`config.mk`:
```
export PLATFORM = sky130hd
export DESIGN_NAME = muldiv_iter
export DESIGN_NICKNAME = d
export VERILOG_FILES = /design/src/rtl/muldiv_iter_pkg.sv /design/src/rtl/muldiv_step.sv /design/src/rtl/muldiv_iter.sv
export SDC_FILE = /design/constraint.sdc
export NUM_CORES = 1
export LEC_CHECK = 0
export BUFFER_PORTS_ARGS = -buffer_cell sky130_fd_sc_hd__buf_2
export CAP_MARGIN = 30
export CORE_MARGIN = 1.5
export CORE_UTILIZATION = 30
export DETAILED_ROUTE_END_ITERATION = 7
export PLACE_DENSITY = 0.54
export SLEW_MARGIN = 20
export SYNTH_ARGS = -nofsm -noshare
export SYNTH_HDL_FRONTEND = slang
export SYNTH_SLANG_ARGS = --single-unit
```
`constraint.sdc`:
```
create_clock -name clk -period 7.5 [get_ports clk]
set_input_delay 1.5 -clock clk [delete_from_list [all_inputs] [get_ports clk]]
set_output_delay 1.5 -clock clk [all_outputs]
set_load 0.02 [all_outputs]
```
`src/rtl/muldiv_iter_pkg.sv`:
```
// Shared constants for the iterative multiply/divide unit: op and state encodings, default width.
// The divide datapath is present only when MULDIV_DIV_EN is defined.
package muldiv_iter_pkg;

    localparam int MULDIV_DATA_W = 32;

    localparam logic [2:0] MULDIV_OP_MULT  = 3'b000;
    localparam logic [2:0] MULDIV_OP_MULTU = 3'b001;
    localparam logic [2:0] MULDIV_OP_MADD  = 3'b010;
    localparam logic [2:0] MULDIV_OP_MADDU = 3'b011;
    localparam logic [2:0] MULDIV_OP_MSUB  = 3'b100;
    localparam logic [2:0] MULDIV_OP_MSUBU = 3'b101;
    localparam logic [2:0] MULDIV_OP_DIV   = 3'b110;
    localparam logic [2:0] MULDIV_OP_DIVU  = 3'b111;

    typedef enum logic [1:0] {
        MULDIV_IDLE = 2'd0,
        MULDIV_CALC = 2'd1,
        MULDIV_ACC  = 2'd2,
        MULDIV_DONE = 2'd3
    } muldiv_state_e;

    function automatic logic op_is_div(input logic [2:0] op);
        return op[2] & op[1];
    endfunction

    function automatic logic op_is_acc(input logic [2:0] op);
        return op[2] ^ op[1];
    endfunction

    function automatic logic op_is_sub(input logic [2:0] op);
        return op[2] & ~op[1];
    endfunction

    // Even encodings are the signed variants.
    function automatic logic op_is_signed(input logic [2:0] op);
        return ~op[0];
    endfunction

endpackage

```
`src/rtl/muldiv_step.sv`:
```
// One iteration of the engine: radix-2 shift-add, or (with MULDIV_DIV_EN) one restoring-divide step.
// Divide layout: acc HI holds the partial remainder, LO the dividend bits shifting into quotient bits.
module muldiv_step #(
    parameter int DATA_W = 32
) (
    input  logic [2*DATA_W-1:0] acc_i,
    input  logic [2*DATA_W-1:0] mcand_i,
    input  logic                mbit_i,
`ifdef MULDIV_DIV_EN
    input  logic                is_div_i,
    input  logic [DATA_W-1:0]   divisor_i,
`endif
    output logic [2*DATA_W-1:0] acc_o
);

    logic [2*DATA_W-1:0] add_res;

    assign add_res = acc_i + (mbit_i ? mcand_i : '0);

`ifdef MULDIV_DIV_EN
    logic [DATA_W:0] rem_ext;
    logic [DATA_W:0] diff;

    // Remainder is always below the divisor, so the shifted value fits in DATA_W+1 bits.
    assign rem_ext = acc_i[2*DATA_W-1:DATA_W-1];
    assign diff    = rem_ext - {1'b0, divisor_i};

    always_comb begin
        acc_o = add_res;
        if (is_div_i) begin
            if (diff[DATA_W]) begin
                acc_o = {acc_i[2*DATA_W-2:0], 1'b0};
            end else begin
                acc_o = {diff[DATA_W-1:0], acc_i[DATA_W-2:0], 1'b1};
            end
        end
    end
`else
    assign acc_o = add_res;
`endif

endmodule

```
`src/rtl/muldiv_iter.sv`:
```
// Iterative MULT/MADD/MSUB/DIV engine with start/ready handshake, pipeline stall request and flush.
// Define MULDIV_DIV_EN to build the divide datapath; otherwise ops 110/111 complete at once with 0.
module muldiv_iter
    import muldiv_iter_pkg::*;
#(
    parameter int DATA_W = MULDIV_DATA_W
) (
    input  logic                clk,
    input  logic                rst_n,
    input  logic                start_i,
    input  logic                annul_i,
    input  logic [2:0]          op_i,
    input  logic [DATA_W-1:0]   opdata1_i,
    input  logic [DATA_W-1:0]   opdata2_i,
    input  logic [2*DATA_W-1:0] hilo_i,
    output logic [2*DATA_W-1:0] result_o,
    output logic                ready_o,
    output logic                busy_o,
    output logic                div_zero_o,
    output logic                stallreq_o
);

    localparam int CNT_W = (DATA_W > 1) ? $clog2(DATA_W) : 1;
    localparam logic [CNT_W-1:0] CNT_LAST = CNT_W'(DATA_W - 1);

    muldiv_state_e       state_q, state_d;
    logic [CNT_W-1:0]    cnt_q, cnt_d;
    logic [2*DATA_W-1:0] mcand_q, mcand_d;
    logic [DATA_W-1:0]   mplier_q, mplier_d;
    logic [2*DATA_W-1:0] acc_q, acc_d;
    logic [2*DATA_W-1:0] result_q, result_d;
    logic                is_acc_q, is_acc_d;
    logic                is_sub_q, is_sub_d;
    logic                neg_res_q, neg_res_d;
    logic                dz_q, dz_d;
    logic                calc_div;
`ifdef MULDIV_DIV_EN
    logic                is_div_q, is_div_d;
    logic                neg_rem_q, neg_rem_d;
`endif

    logic                sgn1, sgn2;
    logic [DATA_W-1:0]   mag1, mag2;
    logic [2*DATA_W-1:0] step_acc;
    logic                done_ok;

    assign sgn1 = op_is_signed(op_i) & opdata1_i[DATA_W-1];
    assign sgn2 = op_is_signed(op_i) & opdata2_i[DATA_W-1];
    assign mag1 = sgn1 ? -opdata1_i : opdata1_i;
    assign mag2 = sgn2 ? -opdata2_i : opdata2_i;

`ifdef MULDIV_DIV_EN
    assign calc_div = is_div_q;
`else
    assign calc_div = 1'b0;
`endif

    muldiv_step #(
        .DATA_W    (DATA_W)
    ) u_step (
        .acc_i     (acc_q),
        .mcand_i   (mcand_q),
        .mbit_i    (mplier_q[0]),
`ifdef MULDIV_DIV_EN
        .is_div_i  (is_div_q),
        .divisor_i (mplier_q),
`endif
        .acc_o     (step_acc)
    );

    always_comb begin
        state_d   = state_q;
        cnt_d     = cnt_q;
        mcand_d   = mcand_q;
        mplier_d  = mplier_q;
        acc_d     = acc_q;
        result_d  = result_q;
        is_acc_d  = is_acc_q;
        is_sub_d  = is_sub_q;
        neg_res_d = neg_res_q;
        dz_d      = dz_q;
`ifdef MULDIV_DIV_EN
        is_div_d  = is_div_q;
        neg_rem_d = neg_rem_q;
`endif

        unique case (state_q)
            MULDIV_IDLE: begin
                if (start_i && !annul_i) begin
                    state_d   = MULDIV_CALC;
                    cnt_d     = '0;
                    mcand_d   = {{DATA_W{1'b0}}, mag1};
                    mplier_d  = mag2;
                    acc_d     = '0;
                    is_acc_d  = op_is_acc(op_i);
                    is_sub_d  = op_is_sub(op_i);
                    neg_res_d = sgn1 ^ sgn2;
                    dz_d      = 1'b0;
`ifdef MULDIV_DIV_EN
                    is_div_d  = op_is_div(op_i);
                    neg_rem_d = sgn1;
                    if (op_is_div(op_i)) begin
                        acc_d = {{DATA_W{1'b0}}, mag1};
                        if (opdata2_i == '0) begin
                            state_d = MULDIV_DONE;
                            acc_d   = '0;
                            dz_d    = 1'b1;
                        end
                    end
`else
                    if (op_is_div(op_i)) begin
                        state_d = MULDIV_DONE;
                    end
`endif
                end
            end
            MULDIV_CALC: begin
                acc_d = step_acc;
                cnt_d = cnt_q + 1'b1;
                if (!calc_div) begin
                    mcand_d  = {mcand_q[2*DATA_W-2:0], 1'b0};
                    mplier_d = {1'b0, mplier_q[DATA_W-1:1]};
                end
                if (cnt_q == CNT_LAST) begin
                    cnt_d   = '0;
                    state_d = is_acc_q ? MULDIV_ACC : MULDIV_DONE;
                    acc_d   = neg_res_q ? -step_acc : step_acc;
`ifdef MULDIV_DIV_EN
                    // Quotient takes the combined sign, remainder the dividend's.
                    if (is_div_q) begin
                        acc_d[DATA_W-1:0] = neg_res_q ? -step_acc[DATA_W-1:0]
                                                      : step_acc[DATA_W-1:0];
                        acc_d[2*DATA_W-1:DATA_W] = neg_rem_q ? -step_acc[2*DATA_W-1:DATA_W]
                                                             : step_acc[2*DATA_W-1:DATA_W];
                    end
`endif
                end
            end
            MULDIV_ACC: begin
                acc_d   = is_sub_q ? (hilo_i - acc_q) : (hilo_i + acc_q);
                state_d = MULDIV_DONE;
            end
            MULDIV_DONE: begin
                result_d = acc_q;
                state_d  = MULDIV_IDLE;
            end
            default: state_d = MULDIV_IDLE;
        endcase

        if (annul_i && state_q != MULDIV_IDLE) begin
            state_d  = MULDIV_IDLE;
            cnt_d    = '0;
            result_d = result_q;
        end
    end

    always_ff @(posedge clk or negedge rst_n) begin
        if (!rst_n) begin
            state_q   <= MULDIV_IDLE;
            cnt_q     <= '0;
            mcand_q   <= '0;
            mplier_q  <= '0;
            acc_q     <= '0;
            result_q  <= '0;
            is_acc_q  <= 1'b0;
            is_sub_q  <= 1'b0;
            neg_res_q <= 1'b0;
            dz_q      <= 1'b0;
`ifdef MULDIV_DIV_EN
            is_div_q  <= 1'b0;
            neg_rem_q <= 1'b0;
`endif
        end else begin
            state_q   <= state_d;
            cnt_q     <= cnt_d;
            mcand_q   <= mcand_d;
            mplier_q  <= mplier_d;
            acc_q     <= acc_d;
            result_q  <= result_d;
            is_acc_q  <= is_acc_d;
            is_sub_q  <= is_sub_d;
            neg_res_q <= neg_res_d;
            dz_q      <= dz_d;
`ifdef MULDIV_DIV_EN
            is_div_q  <= is_div_d;
            neg_rem_q <= neg_rem_d;
`endif
        end
    end

    // The finished value is shown during DONE itself; a flush in that cycle leaves the old result.
    assign done_ok    = (state_q == MULDIV_DONE) && !annul_i;
    assign ready_o    = done_ok;
    assign div_zero_o = done_ok & dz_q;
    assign result_o   = done_ok ? acc_q : result_q;
    assign busy_o     = (state_q != MULDIV_IDLE);
    assign stallreq_o = ((state_q == MULDIV_IDLE) && start_i && !annul_i)
                      || (state_q == MULDIV_CALC) || (state_q == MULDIV_ACC);

endmodule

```
==> summary.txt, run 1 <==
Run status
  • Status: finished clean

Pwr
  • Sw Share: 52.5%
  • P_sw: 7.64 mW
  • Leakage power: 11.6 nW
  • VDD IR max: 0.226 mV
  • PD cells: approximately 570 nW/µm²
  • Gate power share: between 70% and 80%
  • Clock network power share: a little under an eighth
  • Internal: 6.90 mW
  • Sequential share of power: 15.8%

Setup path
  • Top Family by Delay on Critical Path: compound AO/OA/AOI/OAI gates
  • CP max-delay cell: or4_1
  • Startpoint types: register
  • Buf/Inv on CP: 1
  • CP arrival: 6.71 ns
  • R2r worst-path depth: 23
  • Reg-to-reg startpoint: acc_q[11]
  • Worst stage delay on the critical path: between 0.6 and 0.7 ns
  • Cells along the critical path: or4_1 -> nor4_1 -> nand2b_1 -> nor3b_1 -> and3_1 -> and3_1 -> a21oi_1 -> xnor2_1 -> ha_1 -> a21o_1 -> a21o_1 -> a221o_1 -> a21oi_1 -> o211ai_1 -> a31oi_1 -> o41ai_1 -> buf_4 -> a221oi_1 -> o21bai_1 -> a21oi_1 -> xnor2_1 -> a221oi_1 -> a21oi_1
  • Critical Path Sink Type: register
  • Worst path required time: 7.95 ns
  • Setup CP Type: register to register
  • Worst r2r dst: acc_q[60]
  • Crit Path Max Fanout: 9
  • Worst reg2reg setup slack: 1.24 ns
  • Most used cell, CP: a21oi_1

Synth
  • Netlist cell types: between 90 and 100
  • Top cells by area, synth: dfrtp_1 (26%), ha_1 (7.6%), xnor2_1 (7.2%)
  • EDFF count, synth: 0
  • Cells after Synth: slightly below 3000
  • Syn Nets: around 3200
  • Area share of the largest cell type after synthesis: roughly a quarter
  • Sequential share of the synthesized area: between 20 and 30%
  • Cell taking the most area after synthesis: dfrtp_1
  • YS warnings: 0
  • Syn_area_per_cell: around 7.9 µm²
  • Syn Std Cell Area: 22700 µm²
  • Synth async-reset ratio: between 90% and 100%
  • Yosys reg bits: 234
  • Top FF cell, synth: dfrtp_1

Timing
  • Final setup viols: 0
  • Least-Margin Pin Slew: 0.929 ns
  • Max_slew headroom: 37.7%
  • Final hold vios: 0
  • Final slew viol count: 0
  • RSZ-0062 raised after global routing: false
  • Fmax: around 0.16 GHz
  • Final Cycle Share: 83.4%
  • Post-route minimum period: about 6.3 ns
  • Worst Skew: between 0.04 and 0.05 ns
  • Setup TNS: 0 ns
  • Final WS setup: approximately 1.2 ns

Route
  • Via count: 21600
  • Detail Route Antenna Nets: 0
  • Number of DRC markers in iteration 0: 1578
  • WL per Instance: roughly 19 µm
  • Vias/cell: 5.40
  • # DRC: 0
  • First drt pass iteration count: 5
  • Post-Route WL: 76100 µm

Clock tree
  • CTS tree: built
  • Clock slew at reported path FFs: 0.06 ns
  • Post-CTS Setup Bufs: 0
  • Root Driver: clkbuf_16
  • H-Tree Depth: 2
  • CTS Buf Count: 34
  • Cts hold-fix bufs: 0
  • CTS max path bufs: 3
  • CTS resizes: 0
  • CTS Sinks: 234
  • Clk_lat worst skew: between 0.5 and 0.6 ns

Global route
  • Vias in the first global route: 20600
  • Global route overflow: 0
  • M1 GR Usage: between 20% and 30%
  • Total GRT Usage: 19.5%
  • GRT Max-Usage Layer: met2
  • Met2 GRT Util: 29.6%
  • Initial antenna violation count: 14
  • First-pass GRT wire length: around 120000 µm
  • Pin count of the biggest net entering global routing: 144
  • M3 GR Usage: 3.36%

Min path
  • Min-Delay Path Depth: 2
  • Worst hold path class: register to register
  • Min-delay src: mplier_q[22]
  • Hold endpoint: mplier_q[22]

Layout
  • Area growth, synth to finish: 13.3%
  • Fill cell count: 7859
  • Final instance area: 25700 µm²
  • Final Util: approximately 34%
  • # nets final: 3271
  • Layout cells sized above 1: 14.0%
  • Non-Filler Instances: 3993

Die
  • Die X: 278 µm
  • Row count: 100
  • DIE AREA: 77300 µm²
  • Top-level I/O count: 203
  • Die Ht: 278 µm
  • Core footprint: approximately 75000 µm²
  • Initial core utilization: between 30 and 40%

Run
  • Max-capacitance violation count: 0

Placed design
  • I/O Buffers: approximately 200
  • Post-DP HPWL: 59700 µm
  • Placed cell count: 3929
  • DP Area: 24600 µm²
  • Global placer's final weighted congestion: 0.948
  • Setup slack at placement: 1.27 ns
state kept, by name, summed over array words and instances, names as in the netlist:
register   flops
result_q      64
is_acc_q       1
mcand_q       64
mplier_q      32
cnt_q          5
neg_res_q      1
acc_q         64
state_q        2
is_sub_q       1
layout by cell type (no fill, tap or decap), drive strengths merged, types with 38 or more instances in the layout:
cell type | netlist | routed
a21oi | 316 | 316
nand2 | 298 | 298
o21ai | 278 | 278
nor2 | 236 | 236
dfrtp | 234 | 234
buf | 34 | 226
xnor2 | 187 | 187
ha | 138 | 138
mux2 | 106 | 106
and2 | 85 | 85
a21o | 80 | 80
xor2 | 77 | 77
inv | 63 | 65
nor3 | 58 | 58
clkbuf | 123 | 46
or3 | 45 | 45
a22oi | 41 | 41
nand4 | 38 | 38
cells in the mapped netlist, types with 23 or more instances:
cell,number
nand2_1,298
nand4_1,36
nor3_1,57
nor4_1,31
and2_1,84
clkbuf_1,123
xor2_1,77
a21oi_1,314
nand3_1,35
a22oi_1,41
or3_1,44
a31oi_1,33
o21ai_0,255
a21o_1,80
o21ai_1,23
mux2_2,105
dfrtp_1,234
inv_1,63
a22o_1,36
ha_1,138
xnor2_1,187
nor2_1,234
layer usage:
metal / part of all wire, % / wire length (µm)
met5: 0.15 / 116
met3: 6.2 / 4720
met1: 49 / 37500
met2: 43 / 32500
met4: 1.7 / 1300
cell type report:
| class | count | area (µm²) | share of cell area (%) |
|---|---|---|---|
| diodes | 6 | 15.0 | 0.0584 |
| repair buffers | 226 | 1220 | 4.74 |
| well taps | 969 | 1210 | 4.72 |
| multi-input cells | 2436 | 16000 | 62.4 |
| clock inverters | 12 | 161 | 0.628 |
| inverters | 64 | 240 | 0.934 |
| flip-flops and latches | 234 | 5860 | 22.8 |
| clock buffers | 46 | 966 | 3.76 |
worst register-to-register path: cells and delay by family, from the launching register on:
family / cells / cell delay (ns)
AOI/OAI and AO/OA: 13 / 2.79
xor gates and xnor gates: 2 / 0.28
DFF: 1 / 0.45
and+or+nand+nor: 6 / 2.06
buffers and inverters: 1 / 0.16
adders and majority gates: 1 / 0.42
worst max path at each step:
stage | from | to | slack (ns) | cells after the start
4_1_cts | acc_q[11] | acc_q[60] | 1.27 | 23
3_3_place_gp | acc_q[11] | acc_q[60] | 1.35 | 23
3_5_place_dp | acc_q[11] | acc_q[60] | 1.27 | 23
5_1_grt | acc_q[11] | acc_q[60] | 0.80 | 23
6_report | acc_q[11] | acc_q[60] | 1.24 | 23
2_1_floorplan | acc_q[11] | acc_q[60] | 2.15 | 24
through the flow:
step | hold WS [ns] | total power, mW
after global placement | 0.461 | 12.8
after detailed placement | 0.467 | 12.7
after CTS | 0.478 | 14.5
final | 0.472 | 14.5
after global routing | 0.495 | 15.8
after floorplan | 0.437 | 10.0
power by group through the flow:
stage	Combinational, mW	Clock [mW]	Sequential, mW
2_1_floorplan	8.00	0	2.04
3_3_place_gp	10.5	0	2.30
3_5_place_dp	10.4	0	2.31
4_1_cts	10.5	1.71	2.29
5_1_grt	11.7	1.76	2.38
6_report	10.6	1.66	2.30
logic make-up (layout without fill, tap and decap cells):
group / after synthesis / in the layout / synth area share (%)
fa+ha+maj: 140 / 140 / 7.78
xor+xnor: 264 / 264 / 10.2
flops: 234 / 234 / 25.8
buf+inv: 221 / 348 / 3.73
other cells: 1 / 7 / 0.0165
mux: 114 / 114 / 5.61
simple gates: 937 / 937 / 20.1
compound gates: 980 / 980 / 26.7
(Power assumes the default switching activity.)
==> run 2: changes to the inputs <==
==> constraint.sdc (replaced) <==
create_clock -name clk -period 5.95 [get_ports clk]
set_input_delay 1.19 -clock clk [delete_from_list [all_inputs] [get_ports clk]]
set_output_delay 1.19 -clock clk [all_outputs]
set_load 0.02 [all_outputs]
==> run 2 against run 1 <==
  * Total power rose by 28%
  * Maximum frequency rose by 14%
  * Clock-buffer cell count did not move
  * Flip-flop and latch count did not move
  * Critical endpoint unchanged
  * Largest cell class unchanged
  * Largest power group unchanged
==> summary.txt, run 2 (same netlist as run 1, synthesis figures left out) <==
Route
  • Via count: 21700
  • Detail Route Antenna Nets: 0
  • Vias/cell: between 5 and 6
  • First drt pass iteration count: 5
  • Post-Route WL: 76200 µm
  • WL per Instance: between 15 and 20 µm
  • # DRC: 0
  • Number of DRC markers in iteration 0: 1416

Die
  • Row count: 100
  • Die Ht: 278 µm
  • DIE AREA: 77300 µm²
  • Core footprint: around 75000 µm²
  • Initial core utilization: 30.4%
  • Top-level I/O count: 203
  • Die X: 278 µm

Timing
  • Setup TNS: 0 ns
  • Final slew viol count: 0
  • Least-Margin Pin Slew: 0.924 ns
  • Final Cycle Share: 92.0%
  • Post-route minimum period: 5.47 ns
  • Final hold vios: 0
  • Fmax: 0.183 GHz
  • Max_slew headroom: between 30% and 40%
  • Worst Skew: 0.0219 ns
  • Final WS setup: 0.478 ns
  • Final setup viols: 0
  • RSZ-0062 raised after global routing: false

Layout
  • Footprint of the multi-input gates: 16100 µm²
  • Layout cells sized above 1: 15.7%
  • Register Area: 5860 µm²
  • Final Util: 34.9%
  • Fill cell count: 7846
  • Largest regs: acc_q x64, mcand_q x64, result_q x64
  • Area growth, synth to finish: 15.0%
  • Commonest non-fill, non-tap cells in the layout: a21oi_1 (314), nand2_1 (298), o21ai_0 (255), dfrtp_1 (233), nor2_1 (232)
  • Commonest non-fill, non-tap cell in the layout: a21oi_1
  • # nets final: 3310

Setup path
  • Critical Path Sink Type: register
  • Setup CP Type: register to register
  • CP startpoint: acc_q[12]
  • Worst path required time: ~6.4 ns
  • Worst r2r dst: acc_q[60]
  • Startpoint types: register
  • Worst reg2reg setup slack: 0.48 ns
  • Critical path destination: acc_q[60]
  • CP arrival: 5.90 ns
  • R2r worst-path depth: 22
  • Reg-to-reg startpoint: acc_q[12]
  • Crit Path Max Fanout: 6

Placed design
  • I/O Buffers: 201
  • Setup slack at placement: 0.0657 ns
  • Global placer's final weighted congestion: 0.904
  • Post-DP HPWL: 60000 µm

Clock tree
  • CTS Sinks: 234
  • Cts hold-fix bufs: 0
  • Root Driver: clkbuf_16
  • CTS tree: built
  • CTS max path bufs: 3
  • Clock slew at reported path FFs: 0.06 ns
  • H-Tree Depth: 2
  • Clk_lat worst skew: between 0.5 and 0.6 ns
  • CTS Buf Count: 34

Min path
  • Min-Delay Path Depth: 2
  • Worst hold path class: register to register

Pwr
  • Clock network power share: 11.1%
  • Sw Share: 52.0%
  • Tot Pwr: roughly 19 mW
  • Internal: 8.92 mW
  • PD cells: 712 nW/µm²
  • Gate power share: roughly three quarters
  • Leakage power: 11.8 nW
  • Sequential share of power: 14.9%
  • P_sw: 9.66 mW
  • VDD IR max: 0.340 mV

Run
  • Max-capacitance violation count: 0

Global route
  • Vias in the first global route: roughly 21000
  • First-pass GRT wire length: 119000 µm
  • Total GRT Usage: around a fifth
  • Global route overflow: 0
  • Pin count of the biggest net entering global routing: 97
  • Initial antenna violation count: 17

Run status
  • Status: finished clean
==> run 2: changes by cell type in the layout (fill, tap and decap cells not counted), moves of 2 or more <==
cell and delta:
buf_4 +39, clkinv_2 +4, clkbuf_1 -3, bufinv_16 -2, clkbuf_8 +2, nor3_1 -2, nor3_2 +2, nor3b_1 -2
nor3b_2 +2
==> run 2: stage by stage <==
step | cell area [µm²] | hold WS [ns] | std cells
6_report | 26100 | 0.473 | 4035
5_1_grt | 26100 | 0.501 | 4031
4_1_cts | 26000 | 0.480 | 4029
3_5_place_dp | 24900 | 0.467 | 3968
3_3_place_gp | 24900 | 0.458 | 3967
2_1_floorplan | 22700 | 0.437 | 2891
==> run 2: per-layer routing <==
metal | GRT usage (%) | wire length, µm
met1 | 28.4 | 37800
met2 | 28.9 | 31700
met3 | 3.12 | 4820
met4 | 5.35 | 1800
met5 | 0 | 141
==> run 2: power groups by stage <==
stage,logic [mW],registers (mW),clock network [mW]
3_3_place_gp,13.6,2.76,0
3_5_place_dp,13.5,2.77,0
6_report,13.7,2.76,2.07
4_1_cts,13.6,2.75,2.13
2_1_floorplan,10.1,2.57,0
5_1_grt,15.2,2.86,2.18
==> run 2: layout make-up <==
class                           instances  area share [%]
Antenna cell                            6          0.0576
Clock buffer                           46            3.86
Clock inverter                         15           0.465
Inverter                               64           0.921
Multi-Input combinational cell       2436            61.7
Sequential cell                       234            22.4
Tap cell                              969            4.65
Timing Repair Buffer                  265            5.86
==> run 2: worst min-delay path by stage <==
stage | slack, ns | to | start
final | 0.47 | mplier_q[22] | mplier_q[22]
after floorplan | 0.44 | cnt_q[3] | cnt_q[3]
after global placement | 0.46 | mplier_q[22] | mplier_q[22]
after global routing | 0.50 | result_q[37] | result_q[37]
after CTS | 0.48 | mplier_q[22] | mplier_q[22]
after detailed placement | 0.47 | mplier_q[22] | mplier_q[22]
==> run 2: critical path: stages, from the launching register on <==
cell and delay, ns:
dfrtp_1 0.37, or4_1 0.61, nor4_4 0.19, nand2b_1 0.15, nor3b_2 0.23, and3_1 0.25, and3_1 0.30, nor2_1 0.08
xnor2_1 0.14, ha_1 0.37, a21oi_1 0.20, o21ai_0 0.17, a221o_1 0.35, a21oi_1 0.17, o211ai_1 0.11, a31oi_2 0.28
o41ai_2 0.15, a221oi_2 0.33, o21bai_1 0.14, a21oi_1 0.24, xnor2_1 0.11, a221oi_1 0.30, a21oi_1 0.11
==> run 2: what timing repair did <==
item / CTS / global route
gates resized for setup: 0 / 12
hold endpoints to repair: 0 / 0
endpoints found under the setup margin: 0 / 10
setup buffers: 0 / 0
==> run 3: changes to the inputs <==
--- a/config.mk
+++ b/config.mk
@@ -7,10 +7,12 @@
 export LEC_CHECK = 0
 export BUFFER_PORTS_ARGS = -buffer_cell sky130_fd_sc_hd__buf_2
 export CAP_MARGIN = 30
+export CELL_PAD_IN_SITES_DETAIL_PLACEMENT = 0
+export CELL_PAD_IN_SITES_GLOBAL_PLACEMENT = 2
 export CORE_MARGIN = 1.5
 export CORE_UTILIZATION = 30
 export DETAILED_ROUTE_END_ITERATION = 7
-export PLACE_DENSITY = 0.54
+export PLACE_DENSITY = 0.77
 export SLEW_MARGIN = 20
 export SYNTH_ARGS = -nofsm -noshare
 export SYNTH_HDL_FRONTEND = slang
==> run 3 against run 2 <==
  * Routed wire length is 6.6% higher
  * Via count is 1.6% higher
  * Clock skew is 0.011 ns lower
  * Sequential share of layout area is 0.078 points higher
  * Clock-buffer cell count is 5 lower
  * Worst setup slack better by 0.0060 ns
  * Utilization is 0.12 points lower
  * First-iteration DRC count is 11% higher
  * Maximum frequency is 0.11% higher
  * Die area stayed put
  * Final cell count hardly changed
  * Global-route usage is 0.98 points higher
  * Critical path type unchanged
  * Critical endpoint unchanged
==> summary.txt, run 3 (same netlist as run 1, synthesis figures left out) <==
Die
  • DIE AREA: 77300 µm²
  • Die X: 278 µm
  • Initial core utilization: 30.4%
  • Die Ht: 278 µm
  • Core footprint: roughly 75000 µm²
  • Row count: 100
  • Top-level I/O count: 203

Global route
  • First-pass GRT wire length: 125000 µm
  • Vias in the first global route: 21100
  • Total GRT Usage: 20.3%
  • Global route overflow: 0
  • Initial antenna violation count: 15
  • Pin count of the biggest net entering global routing: ~110

Route
  • Via count: 22000
  • First drt pass iteration count: 5
  • Detail Route Antenna Nets: 0
  • Post-Route WL: approximately 81000 µm
  • # DRC: 0
  • Vias/cell: 5.44
  • Number of DRC markers in iteration 0: 1573
  • WL per Instance: 20.1 µm

Clock tree
  • CTS Buf Count: 31
  • Clock slew at reported path FFs: approximately 0.060 ns
  • H-Tree Depth: 1
  • CTS max path bufs: 3
  • CTS Sinks: around 230
  • CTS resizes: 0
  • Root Driver: clkbuf_16
  • CTS tree: built
  • Post-CTS Setup Bufs: 0
  • Clk_lat worst skew: roughly 0.60 ns
  • Cts hold-fix bufs: 0

Setup path
  • Critical Path Sink Type: register
  • Worst r2r dst: acc_q[60]
  • CP startpoint: acc_q[12]
  • Crit Path Max Fanout: 5
  • CP arrival: 5.94 ns
  • Critical path destination: acc_q[60]
  • Setup CP Type: register to register
  • Worst path required time: 6.42 ns
  • Startpoint types: register
  • Worst reg2reg setup slack: between 0.4 and 0.5 ns
  • R2r worst-path depth: 25
  • Reg-to-reg startpoint: acc_q[12]

Layout
  • Commonest non-fill, non-tap cells in the layout: a21oi_1 (314), nand2_1 (298), o21ai_0 (255), nor2_1 (233), dfrtp_1 (233)
  • # nets final: 3311
  • Layout cells sized above 1: approximately 15%
  • Fill cell count: around 8000
  • Largest regs: acc_q x64, mcand_q x64, result_q x64
  • Commonest non-fill, non-tap cell in the layout: a21oi_1
  • Area growth, synth to finish: 14.6%
  • Non-Filler Instances: between 4000 and 5000
  • Final instance area: 26000 µm²

Timing
  • Final Cycle Share: 91.9%
  • Fmax: 0.183 GHz
  • Setup TNS: 0 ns
  • Final hold slack: 0.477 ns
  • Max_slew headroom: 38.8%
  • Final hold vios: 0
  • Final slew viol count: 0
  • Post-route minimum period: 5.47 ns
  • Final setup viols: 0
  • Worst Skew: 0.0112 ns
  • RSZ-0062 raised after global routing: false
  • Least-Margin Pin Slew: 0.918 ns

Run
  • Max-capacitance violation count: 0

Placed design
  • DP Area: 24900 µm²
  • Placed cell count: slightly below 4000
  • Global placer's final weighted congestion: around 0.92
  • Post-DP HPWL: about 65000 µm
  • I/O Buffers: ~200

Min path
  • Worst hold path class: register to register
  • Min-Delay Path Depth: 2

Run status
  • Status: finished clean
## run 3: cell count changes in the layout (fill, tap and decap cells not counted), sizes merged
cell	before	now
clkbuf	46	41
clkinv	12	13
bufinv	1	2
inv	65	63
clkinvlp	1	2
buf	265	269
diode	6	10
## run 3: final cells by class
type	instances	area (µm²)	area share [%]
diodes	10	25.0	0.0963
clock inverters	16	143	0.549
clock buffers	41	853	3.28
repair buffers	269	1590	6.10
multi-input cells	2436	16100	61.9
flip-flops and latches	234	5860	22.5
well taps	969	1210	4.66
inverters	64	240	0.924
## run 3: worst min-delay path by stage
stage | endpoint | start | slack (ns)
2_1_floorplan | cnt_q[3] | cnt_q[3] | 0.44
3_3_place_gp | cnt_q[3] | cnt_q[3] | 0.46
3_5_place_dp | mplier_q[22] | mplier_q[22] | 0.47
4_1_cts | mplier_q[22] | mplier_q[22] | 0.48
5_1_grt | mplier_q[22] | mplier_q[22] | 0.50
6_report | mplier_q[22] | mplier_q[22] | 0.48
## run 3: through the flow
step / utilization (%) / setup WS, ns
after floorplan: - / 0.604
after global routing: 34.8 / 0.00937
after detailed placement: 33.4 / 0.163
final: 34.8 / 0.484
after CTS: 34.7 / 0.131
after global placement: 33.3 / 0.217
## run 3: critical path, cell delays in order, from the launching register on
cell and delay [ns]:
dfrtp_1 0.37, or4_1 0.60, nor4_2 0.21, nand2b_1 0.16
nor2_1 0.14, and3_1 0.24, and3_1 0.22, and2_1 0.29
nand3b_1 0.21, nor3_2 0.26, nor2_1 0.09, xnor2_1 0.15
ha_1 0.27, a21o_1 0.18, a21o_1 0.17, a21o_1 0.18
a21oi_1 0.14, nor2b_1 0.05, o21ai_0 0.14, nand2b_1 0.08
a221oi_2 0.31, o21bai_1 0.13, a21oi_1 0.25, xnor2_1 0.11
a221oi_1 0.29, a21oi_1 0.10
## run 3: routing by layer
| layer | wire (µm) | part of all wire [%] | vias to the layer above | GRT usage, % |
|---|---|---|---|---|
| met2 | 33200 | 41 | 571 | 29.8 |
| met4 | 2280 | 2.8 | 10 | 6.00 |
| li1 | - | - | 10800 | - |
| met3 | 4160 | 5.1 | 119 | 2.76 |
| met1 | 41500 | 51 | 10400 | 30.5 |
| met5 | 61 | 0.075 | - | 0 |
Power of run 3 is left out: the tool's default activity adds up to more than one toggle a clock period on the data nets, which glitch-free logic cannot reach.
